<file path="config.mk">
export PLATFORM = sky130hd
export DESIGN_NAME = keypad_entry_ctrl
export DESIGN_NICKNAME = d
export VERILOG_FILES = /design/src/rtl/microwave_pkg.sv /design/src/rtl/bcd_shift_reg.sv /design/src/rtl/keypad_entry_ctrl.sv
export SDC_FILE = /design/constraint.sdc
export NUM_CORES = 1
export LEC_CHECK = 0
export BUFFER_PORTS_ARGS = -buffer_cell sky130_fd_sc_hd__buf_2
export CAP_MARGIN = 20
export CORE_MARGIN = 8
export CORE_UTILIZATION = 55
export DETAILED_ROUTE_END_ITERATION = 6
export GPL_TIMING_DRIVEN = 0
export PLACE_DENSITY_LB_ADDON = 0.05
export SYNTH_ARGS = -nofsm -noshare
export SYNTH_HDL_FRONTEND = slang
export SYNTH_HIERARCHICAL = 1
export SYNTH_SLANG_ARGS = --single-unit
</file>
<file path="constraint.sdc">
create_clock -name clk -period 2.4 [get_ports clk]
set_input_delay 0.6 -clock clk [delete_from_list [all_inputs] [get_ports clk]]
set_output_delay 0.6 -clock clk [all_outputs]
set_load 0.005 [all_outputs]
</file>
<file path="src/rtl/microwave_pkg.sv">
//------------------------------------------------------------------------------
// microwave_pkg : types and constants shared by the keypad entry path and main FSM
// Revision: 1.0
//------------------------------------------------------------------------------
`default_nettype none

package microwave_pkg;

  localparam int MAX_DIGITS = 4;

  typedef logic [3:0] bcd_t;

  localparam bcd_t KEY_NONE = 4'hF;

  typedef enum logic [2:0] {
    ST_DISABLED = 3'd0,
    ST_IDLE     = 3'd1,
    ST_DEBOUNCE = 3'd2,
    ST_CAPTURE  = 3'd3,
    ST_RELEASE  = 3'd4
  } entry_state_t;

endpackage

`default_nettype wire

</file>
<file path="src/rtl/bcd_shift_reg.sv">
//------------------------------------------------------------------------------
// bcd_shift_reg : 4-digit BCD shift register, new digits enter at d0 (sec_ones)
// Revision: 1.0
//------------------------------------------------------------------------------
`default_nettype none

module bcd_shift_reg
  import microwave_pkg::*;
(
  input  logic       clk,
  input  logic       reset,
  input  logic       shift_en,
  input  logic       clr,
  input  logic [3:0] din,
  output logic [3:0] d0,
  output logic [3:0] d1,
  output logic [3:0] d2,
  output logic [3:0] d3,
  output logic [2:0] count
);

  localparam logic [2:0] COUNT_MAX = 3'(MAX_DIGITS);

  logic [MAX_DIGITS-1:0][3:0] dig_q;
  logic [2:0]                 count_q;

  always_ff @(posedge clk or posedge reset) begin
    if (reset) begin
      dig_q   <= '0;
      count_q <= '0;
    end else if (clr) begin
      dig_q   <= '0;
      count_q <= '0;
    end else if (shift_en) begin
      dig_q <= {dig_q[MAX_DIGITS-2:0], din};
      if (count_q < COUNT_MAX) begin
        count_q <= count_q + 3'd1;
      end
    end
  end

  assign d0    = dig_q[0];
  assign d1    = dig_q[1];
  assign d2    = dig_q[2];
  assign d3    = dig_q[3];
  assign count = count_q;

endmodule

`default_nettype wire

</file>
<file path="src/rtl/keypad_entry_ctrl.sv">
//------------------------------------------------------------------------------
// keypad_entry_ctrl : debounces encoder keys into a 4-digit MM:SS entry
// Revision: 1.0
//------------------------------------------------------------------------------
`default_nettype none

module keypad_entry_ctrl
  import microwave_pkg::*;
#(
  parameter int DEBOUNCE_CYCLES = 10
) (
  input  logic       clk,
  input  logic       reset,
  input  logic       entry_en,
  input  logic       clear,
  input  logic       start,
  input  logic [3:0] D,
  input  logic       valid,
  output logic       enc_enable,
  output logic [3:0] sec_ones,
  output logic [3:0] sec_tens,
  output logic [3:0] min_ones,
  output logic [3:0] min_tens,
  output logic [2:0] digit_count,
  output logic       key_pulse,
  output logic       load
);

  localparam logic [7:0] CNT_LAST  = 8'(DEBOUNCE_CYCLES - 1);
  localparam logic [2:0] COUNT_MAX = 3'(MAX_DIGITS);

  entry_state_t state_q, state_d;
  bcd_t         key_q, key_d;
  logic [7:0]   cnt_q, cnt_d;
  logic         key_pulse_q, key_pulse_d;
  logic         load_q, load_d;
  logic         shift_en;
  logic         clr_digits;

  always_ff @(posedge clk or posedge reset) begin
    if (reset) begin
      state_q     <= ST_DISABLED;
      key_q       <= KEY_NONE;
      cnt_q       <= '0;
      key_pulse_q <= 1'b0;
      load_q      <= 1'b0;
    end else begin
      state_q     <= state_d;
      key_q       <= key_d;
      cnt_q       <= cnt_d;
      key_pulse_q <= key_pulse_d;
      load_q      <= load_d;
    end
  end

  always_comb begin
    state_d     = state_q;
    key_d       = key_q;
    cnt_d       = cnt_q;
    key_pulse_d = 1'b0;
    load_d      = 1'b0;
    shift_en    = 1'b0;
    clr_digits  = 1'b0;

    if (state_q == ST_DISABLED) begin
      if (entry_en) begin
        state_d = ST_IDLE;
      end
    end else if (!entry_en) begin
      // Losing permission aborts any press in flight; a concurrent cancel still zeroes.
      state_d    = ST_DISABLED;
      clr_digits = clear;
    end else if (clear) begin
      clr_digits = 1'b1;
      state_d    = ST_IDLE;
    end else begin
      case (state_q)
        ST_IDLE: begin
          if (valid) begin
            state_d = ST_DEBOUNCE;
            key_d   = D;
            cnt_d   = '0;
          end else if (start && (digit_count != 3'd0)) begin
            load_d = 1'b1;
          end
        end
        ST_DEBOUNCE: begin
          if (!valid) begin
            state_d = ST_IDLE;
          end else if (D != key_q) begin
            key_d = D;
            cnt_d = '0;
          end else if (cnt_q == CNT_LAST) begin
            state_d = ST_CAPTURE;
          end else begin
            cnt_d = cnt_q + 8'd1;
          end
        end
        ST_CAPTURE: begin
          state_d = ST_RELEASE;
          cnt_d   = '0;
          if ((key_q <= 4'd9) && (digit_count < COUNT_MAX)) begin
            shift_en    = 1'b1;
            key_pulse_d = 1'b1;
          end
        end
        ST_RELEASE: begin
          if (valid) begin
            cnt_d = '0;
          end else if (cnt_q == CNT_LAST) begin
            state_d = ST_IDLE;
          end else begin
            cnt_d = cnt_q + 8'd1;
          end
        end
        default: state_d = ST_DISABLED;
      endcase
    end
  end

  bcd_shift_reg u_digits (
    .clk      (clk),
    .reset    (reset),
    .shift_en (shift_en),
    .clr      (clr_digits),
    .din      (key_q),
    .d0       (sec_ones),
    .d1       (sec_tens),
    .d2       (min_ones),
    .d3       (min_tens),
    .count    (digit_count)
  );

  assign enc_enable = (state_q != ST_DISABLED);
  assign key_pulse  = key_pulse_q;
  assign load       = load_q;

endmodule

`default_nettype wire
</file>
Word-level counts from Yosys, hierarchy flattened
Index checks and enable logic that the tools add are counted.
- bits in registers: 36
- latch bits: 0
- bits in writable memories: 0
- bits in read-only memories: 0
- output and inout port bits: 22
- logic and storage cells: 84
- memories: 0
- $add $sub $neg: 2
- multiply operators: 0
- div/mod/pow operators: 0
- $lt $le $gt $ge: 2
- equal/unequal tests: 15
- shift-type cells: 0
- mux-type cells: 40
- bitwise operators: 2
- reductions and logical operators: 13
- operators with widths (cell ; count):
    $mux W8 ; 5
    $mux W3 ; 13
    $mux W16 ; 2
    $pmux W8 S4 ; 1
    $ne A5 B5 Y1 const B ; 3
    $mux W1 ; 14
    $mux W4 ; 3
    $ne A6 B6 Y1 const B ; 2
    $pmux W3 S4 ; 1
    $reduce_and A6 Y1 ; 2
    $add A8 B1 Y8 const B ; 1
    $eq A8 B4 Y1 const B ; 1
    $ne A2 B2 Y1 const B ; 4
    $pmux W4 S2 ; 1
    $reduce_and A7 Y1 ; 1
    $eq A3 B2 Y1 const B ; 2
    $reduce_bool A2 Y1 ; 3
    $reduce_bool A3 Y1 ; 2
    $le A4 B4 Y1 const B ; 1
    $ne A4 B4 Y1 ; 1
    $reduce_bool A4 Y1 ; 1
    $add A3 B1 Y3 const B ; 1
    $eq A3 B1 Y1 const B ; 1
    $eq A3 B3 Y1 const B ; 1
    other kinds (5) ; 7

Logic depth before layout (Yosys ltp)
Gate-level depths: netlist (run 1).
- depth after elaboration: 9
- gate-level depth with buffers: 7

Cells and area by module
Netlist (run 1), hierarchy kept.
- modules (own cells, without submodules) (module ; instances ; cells an instance ; area each (µm²) ; seq. area each (µm²)):
    keypad_entry_ctrl ; 1 ; 113 ; 1073.5 ; 430.4
    bcd_shift_reg ; 1 ; 66 ; 818.3 ; 475.5

Worst setup path before layout (run 1)
Ideal clock, no wire load.
- path kind: input-to-reg
- start point: input port clear
- end point: register u_digits.count_q[0] (netlist: u_digits/count[0])
- setup time: 125 ps
- data arrival time: 1904 ps
- data required time: 2275 ps
- slack: 371 ps
- stages on the path: 6
- path buffers: 1
- path through: and2b_2 > nand2_1 > nor4b_1 > buf_6 > nor2b_4 > mux2_4
- word-level cells in the longest chain between the ends: 5
- ends and longest elaborated chain (item ; line ; RTL):
    start: declaration ; keypad_entry_ctrl.sv:15 ; input logic clear,
    $mux W1 (3 in series) ; - ;
    via key_pulse_d ; keypad_entry_ctrl.sv:35 ; logic key_pulse_q, key_pulse_d;
    $reduce_bool A2 Y1 (no source line) ; - ;
    $reduce_and A2 Y1 (no source line) ; - ;
    end signal: assignment ; bcd_shift_reg.sv:37 ; count_q <= count_q + 3'd1;
    end: declaration ; bcd_shift_reg.sv:25 ; logic [2:0] count_q;
The timed path passes the listed nets, and every way through them passes these cells.
A chain may end at the register's enable or synchronous reset.

Worst setup path in the final report (run 1)
- start point: register state_q[0]
- end point: output port enc_enable
- word-level cells in the longest chain between the ends: 1
- ends and longest elaborated chain (item ; line ; RTL):
    start: declaration ; keypad_entry_ctrl.sv:32 ; entry_state_t state_q, state_d;
    start signal: assignment ; keypad_entry_ctrl.sv:48 ; state_q <= state_d;
    $reduce_bool A3 Y1 ; keypad_entry_ctrl.sv:134 ; assign enc_enable = (state_q != ST_DISABLED);
    end: declaration ; keypad_entry_ctrl.sv:19 ; output logic enc_enable,
Every way passes these cells.

==> out/metrics.cfg, run 1 <==
[sta]
worst_slew_pin_slew_ns = 0.723
totalNegativeSetupSlack_ns = 0
finalMaxSlewViolations = 0
fin_crit_sh_pct = 88.6
finalWorstPathRequiredPeriod_ns = 2.13
setup_slack_ns = 0.274
finalSetupViolCount = 0
max_freq_ghz = 0.470
hold_viol_final = 0
rsz0062_at_grt = false
fin_skew_ns = 0.0120
maxSlewHeadroom_pct = 51.8

[clock_tree]
cts_tree = built
clock-sinks = 36
clock_latency_ns = 0.35
ctsHoldBuffers = 0
numCtsBuffers = 5
cts_resized = 0
cts.clk_slew.worst_paths_ns = 0.11
clockBufferDepth = 2
post_cts_buffers = 0
cts_root_buf = clkbuf_4
cts_htree_levels = 2

[global_routing]
antenna_found_initial = 0
track_usage_pct = 15.9
grt_overflow = 0
grt_max_degree = 20
grt_pass1_vias = 1475
grt_pass1_wl_um = 6840

[cells_and_area]
drive_gt1_share_pct = 27.1
finalNetCount = 230
fill_cells = 294
diodes = 0
final_util_pct = 65.6
final_common_cell = buf_2
fin_area_um2 = 2170
area_growth_pct = 14.9
mostFrequentLayoutCells = buf_2 (34), dfrtp_1 (32), nor2_1 (25)

[floorplanning]
die_h_um = 74.7
ioPinCount = 32
core-area_um2 = 3310
die_w_um = 74.7
die_area_um2 = 5570
start_util_pct = 57.1
rows = 21

[drt]
vias = 1463
drtIter0Drc = 83
dr.pass1.iters = 4
drc = 0
ant_nets = 0
finalWirelength_um = 3960
drt-wirelength-per-cell_um = 15.0
vias_per_cell = 5.54

[placement]
gp_congestion = 0.867
dp_hpwl_um = 2930
dpl_cell_area_um2 = 2100
numPortBuffers = 31
place_ws_ns = 0.0993

[logic_synthesis]
syn_area_per_cell_um2 = 10.6
yosys.cell_types.count = 49
synth_fp_nets = 192
syn_area_um2 = 1890
synth-seq-cells = 36
yosys_warnings = 6
synthCells = 179
synth_flop_cell = dfrtp_1
ys_seq_area_share_pct = 47.9
async_flop_share_pct = 100
synth-edff-count = 0

[worst_hold_path]
hold_class = input pin to async pin

[setup_path]
cp.required_ns = 1.80
worst_setup_path_end_kind = output pin
cp-start-kind = flop
crit_start = state_q[0]
worstPathArrival_ns = 1.53
critPathMaxFanout = 10
rr_startpoint = state_q[1]
path_class = flop to output pin

[run]
max-cap-violations = 0

[power_and_ir_drop]
p_per_area_nw_per_um2 = 579
p_leak_nw = 1.02
ir_drop_mv = 0.321

[outcome]
status = complete, no violations

[routing by layer]
metal	up-vias	global-route usage, %	share of wire [%]
li1	706	-	-
met5	-	0	0
met3	9	3.99	7.2
met1	704	21.0	46
met2	44	23.9	45
met4	0	7.17	1.7
[cell families after synthesis]
family / count (synthesis) / share of synthesized area [%]
AO/OA/AOI/OAI: 30 / 10.9
AND/OR/NAND/NOR: 70 / 20.2
buffers and inverters: 11 / 3.57
adder cells (fa/ha/maj): 4 / 2.58
flip-flops: 36 / 47.9
multiplexers: 21 / 11.6
XOR/XNOR: 7 / 3.24
[state kept, by name (all words and copies together), names as in the netlist]
| register | cells |
|---|---|
| state_q | 3 |
| load | 1 |
| u_digits/d3 | 4 |
| cnt_q | 8 |
| u_digits/count | 3 |
| u_digits/d2 | 4 |
| key_pulse | 1 |
| key_q | 4 |
| u_digits/d0 | 4 |
| u_digits/d1 | 4 |
[Yosys cell counts, drive strengths merged (3+ instances only)]
master | count | area, um^2
nor2b | 4 | 32.5
xnor2 | 6 | 52.6
buf | 6 | 48.8
nand2b | 3 | 18.8
nand2 | 12 | 45.0
or3 | 4 | 30.0
a21oi | 7 | 35.0
dfstp | 4 | 105
inv | 5 | 18.8
o21a | 3 | 22.5
o21ai | 6 | 30.0
mux2i | 17 | 170
ha | 3 | 37.5
mux2 | 4 | 48.8
nor3 | 4 | 20.0
dfrtp | 32 | 801
nor2 | 25 | 93.8
nand3 | 4 | 20.0
[final cells by class]
| class | count | area [um^2] | share of cell area [%] |
|---|---|---|---|
| Sequential cell | 36 | 906 | 41.7 |
| Multi-Input combinational cell | 132 | 918 | 42.3 |
| Timing Repair Buffer | 31 | 155 | 7.14 |
| Tap cell | 46 | 57.6 | 2.65 |
| Buffer | 6 | 48.8 | 2.25 |
| Inverter | 5 | 18.8 | 0.864 |
| Clock buffer | 8 | 68.8 | 3.17 |
[power breakdown]
group / leakage, nW / internal (mW) / switching [mW]
Sequential: 0.483 / 0.656 / 0.0517
Clock: 0.0386 / 0.172 / 0.197
Combinational: 0.495 / 0.0837 / 0.0974
Total: 1.02 / 0.912 / 0.346
[through the flow]
step	total power [mW]	std cells	hold WS (ns)
6_report	1.26	264	0.335
5_1_grt	1.33	264	0.384
4_1_cts	1.28	264	0.334
3_5_place_dp	0.901	256	0.504
3_3_place_gp	0.887	256	0.496
2_1_floorplan	0.843	179	0.479
[worst paths after layout]
kind                       slack, ns  depth (start not counted)                 to
setup reg to reg                0.37                          6  u_digits/count[0]
min in group clk                0.48                          3               load
max in group asynchronous       1.57                          2     u_digits/d2[3]
hold reg to reg                 0.53                          2     u_digits/d3[2]
hold / removal                  0.34                          2          key_pulse
setup / recovery                0.27                          3         enc_enable
[worst max-delay path, cell delays in order, from the launching register on]
cell and delay, ns:
dfrtp_1 0.46, buf_4 0.20, or3_4 0.39, buf_2 0.14
No activity file was read; power rests on OpenSTA's default activity.
==> inputs of run 2 (changes only) <==
--- a/config.mk
+++ b/config.mk
@@ -14,2 +14,3 @@
 export PLACE_DENSITY_LB_ADDON = 0.05
+export SLEW_MARGIN = 10
 export SYNTH_ARGS = -nofsm -noshare
==> constraint.sdc (replaced) <==
create_clock -name clk -period 2.35 [get_ports clk]
set_input_delay 0.235 -clock clk [delete_from_list [all_inputs] [get_ports clk]]
set_output_delay 0.235 -clock clk [all_outputs]
set_load 0.005 [all_outputs]
==> out/metrics.cfg, run 2 (synthesis results as in run 1) <==
[cells_and_area]
largest_reg_flops = 8  ; unchanged
fin_area_um2 = 2180  ; was 2170 um^2
final_util_pct = 65.9  ; was 65.6%
diodes = 0  ; unchanged
finalNetCount = 231  ; was 230
top_register = cnt_q  ; unchanged
area_growth_pct = 15.4  ; was 14.9%
mostFrequentLayoutCells = buf_2 (34), dfrtp_1 (32), nor2_1 (25)  ; unchanged
drive_gt1_share_pct = 26.9  ; was 27.1%
final_common_cell = buf_2  ; unchanged

[floorplanning]
core-area_um2 = 3310  ; unchanged
rows = 21  ; unchanged
die_h_um = 74.7  ; unchanged
ioPinCount = 32  ; unchanged
die_area_um2 = 5570  ; unchanged
die_w_um = 74.7  ; unchanged
start_util_pct = 57.1  ; unchanged

[setup_path]
cp-start-kind = flop  ; unchanged
cpPeakStageDelay_ns = 0.46  ; about the same
cp_num_cells = 6  ; was 3
critPathBufInv = 2  ; unchanged
crit_slowest_cell = nor4b_1  ; was dfrtp_1
worst_setup_path_end_kind = flop  ; was output pin
crit_chain = buf_2, nand2b_1, nor4b_1, buf_6, nor2b_4, mux2_4  ; was buf_4, or3_4, buf_2
path_class = flop to flop  ; was flop to output pin
worstPathArrival_ns = 2.28  ; was 1.53 ns
cp.required_ns = 2.59  ; was 1.80 ns
cp_top_family = simple AND/OR/NAND/NOR gates  ; was flip-flops
ff2ff_path_depth = 6  ; unchanged
critPathMaxFanout = 10  ; unchanged

[drt]
ant_nets = 0  ; unchanged
dr.pass1.iters = 4  ; unchanged
vias = 1470  ; was 1463
drtIter0Drc = 110  ; was 83
drc = 0  ; unchanged
drt-wirelength-per-cell_um = 15.0  ; about the same
finalWirelength_um = 3980  ; was 3960 um
vias_per_cell = 5.55  ; was 5.54

[clock_tree]
clock_latency_ns = 0.35  ; about the same
cts_root_buf = clkbuf_4  ; unchanged
numCtsBuffers = 5  ; unchanged
cts.clk_slew.worst_paths_ns = 0.11  ; about the same
cts_htree_levels = 2  ; unchanged
clock-sinks = 36  ; unchanged
post_cts_buffers = 0  ; unchanged
clockBufferDepth = 2  ; unchanged
cts_tree = built  ; unchanged

[global_routing]
grt_pass1_wl_um = 6890  ; was 6840 um
antenna_found_initial = 0  ; unchanged
grt_max_degree = 20  ; unchanged
grt_overflow = 0  ; unchanged
track_usage_pct = 16.0  ; was 15.9%
grt_pass1_vias = 1479  ; was 1475

[worst_hold_path]
hold_class = input pin to flop  ; was input pin to async pin
whs_path_depth = 3

[sta]
finalSetupViolCount = 0  ; unchanged
finalWorstPathRequiredPeriod_ns = 2.03
rsz0062_at_grt = false  ; unchanged
finalMaxSlewViolations = 0  ; unchanged
worst_slew_pin_slew_ns = 0.721  ; was 0.723 ns
fin_crit_sh_pct = 86.4
hold_viol_final = 0  ; unchanged
fin_skew_ns = 0.0123  ; was 0.0120 ns
max_freq_ghz = 0.492
totalNegativeSetupSlack_ns = 0  ; unchanged
maxSlewHeadroom_pct = 51.9  ; was 51.8%

[power_and_ir_drop]
power_mw = 1.29  ; was 1.26 mW
p_per_area_nw_per_um2 = 589  ; was 579 nW/um^2
p_leak_nw = 1.02  ; about the same
ir_drop_mv = 0.327  ; was 0.321 mV

[placement]
gp_congestion = 0.867  ; unchanged
dp_hpwl_um = 2930  ; unchanged
numPortBuffers = 31  ; unchanged
dpl_cell_area_um2 = 2100  ; unchanged

[run]
max-cap-violations = 0  ; unchanged

[outcome]
status = complete, no violations  ; unchanged

==> run 2: cell types whose count changed in the layout (fill, tap and decap cells not counted) <==
cell,change
dlygate4sd3_1,+1
==> run 2: cell type report <==
class	instances	area [um^2]
flip-flops and latches	36	906
repair buffers	32	165
inverters	5	18.8
well taps	46	57.6
multi-input cells	132	918
fillers	292	1130
clock buffers	8	68.8
plain buffers	6	48.8
==> run 2: per-stage QoR <==
step,std cells,worst slack (ns),hold WS [ns]
floorplan,179,0.541,0.158
global placement,256,0.385,0.365
detailed placement,256,0.342,0.367
CTS,265,0.328,0.105
global route,265,0.211,0.0975
finish,265,0.319,0.114
==> run 2: final timing paths <==
kind,startpoint,to,slack [ns]
setup / recovery,state_q[1],u_digits/count[0],0.32
hold / removal,start,load,0.11
setup reg to reg,state_q[1],u_digits/count[0],0.32
hold reg to reg,u_digits/d3[2],u_digits/d3[2],0.53
max in group asynchronous,reset,u_digits/d2[3],1.34
min in group asynchronous,reset,key_pulse,0.52
==> run 2: worst register-to-register path, cell delays in order (launching register included) <==
cell and delay, ns:
dfrtp_1 0.37, buf_2 0.22, nand2b_1 0.16, nor4b_1 0.46
buf_6 0.23, nor2b_4 0.18, mux2_4 0.30
==> run 2: metal layers <==
| layer | vias to the layer above | global-route usage (%) | share of wire [%] |
|---|---|---|---|
| li1 | 707 | - | - |
| met1 | 701 | 21.0 | 46 |
| met2 | 53 | 24.1 | 44 |
| met3 | 9 | 4.13 | 7.8 |
| met4 | 0 | 7.17 | 1.7 |
| met5 | - | 0 | 0 |
==> run 2: what timing repair did <==
| action | CTS | global route |
|---|---|---|
| endpoints found under the hold margin | 13 | 0 |
| endpoints found under the setup margin | 0 | 0 |
| gates resized for setup | 0 | 0 |
| hold buffers | 1 | 0 |
==> run 2: where the power goes <==
group	total (mW)	switching [mW]	internal [mW]
clock	0.377	0.201	0.176
combinational	0.186	0.0995	0.0866
sequential	0.723	0.0530	0.670
total	1.29	0.353	0.933
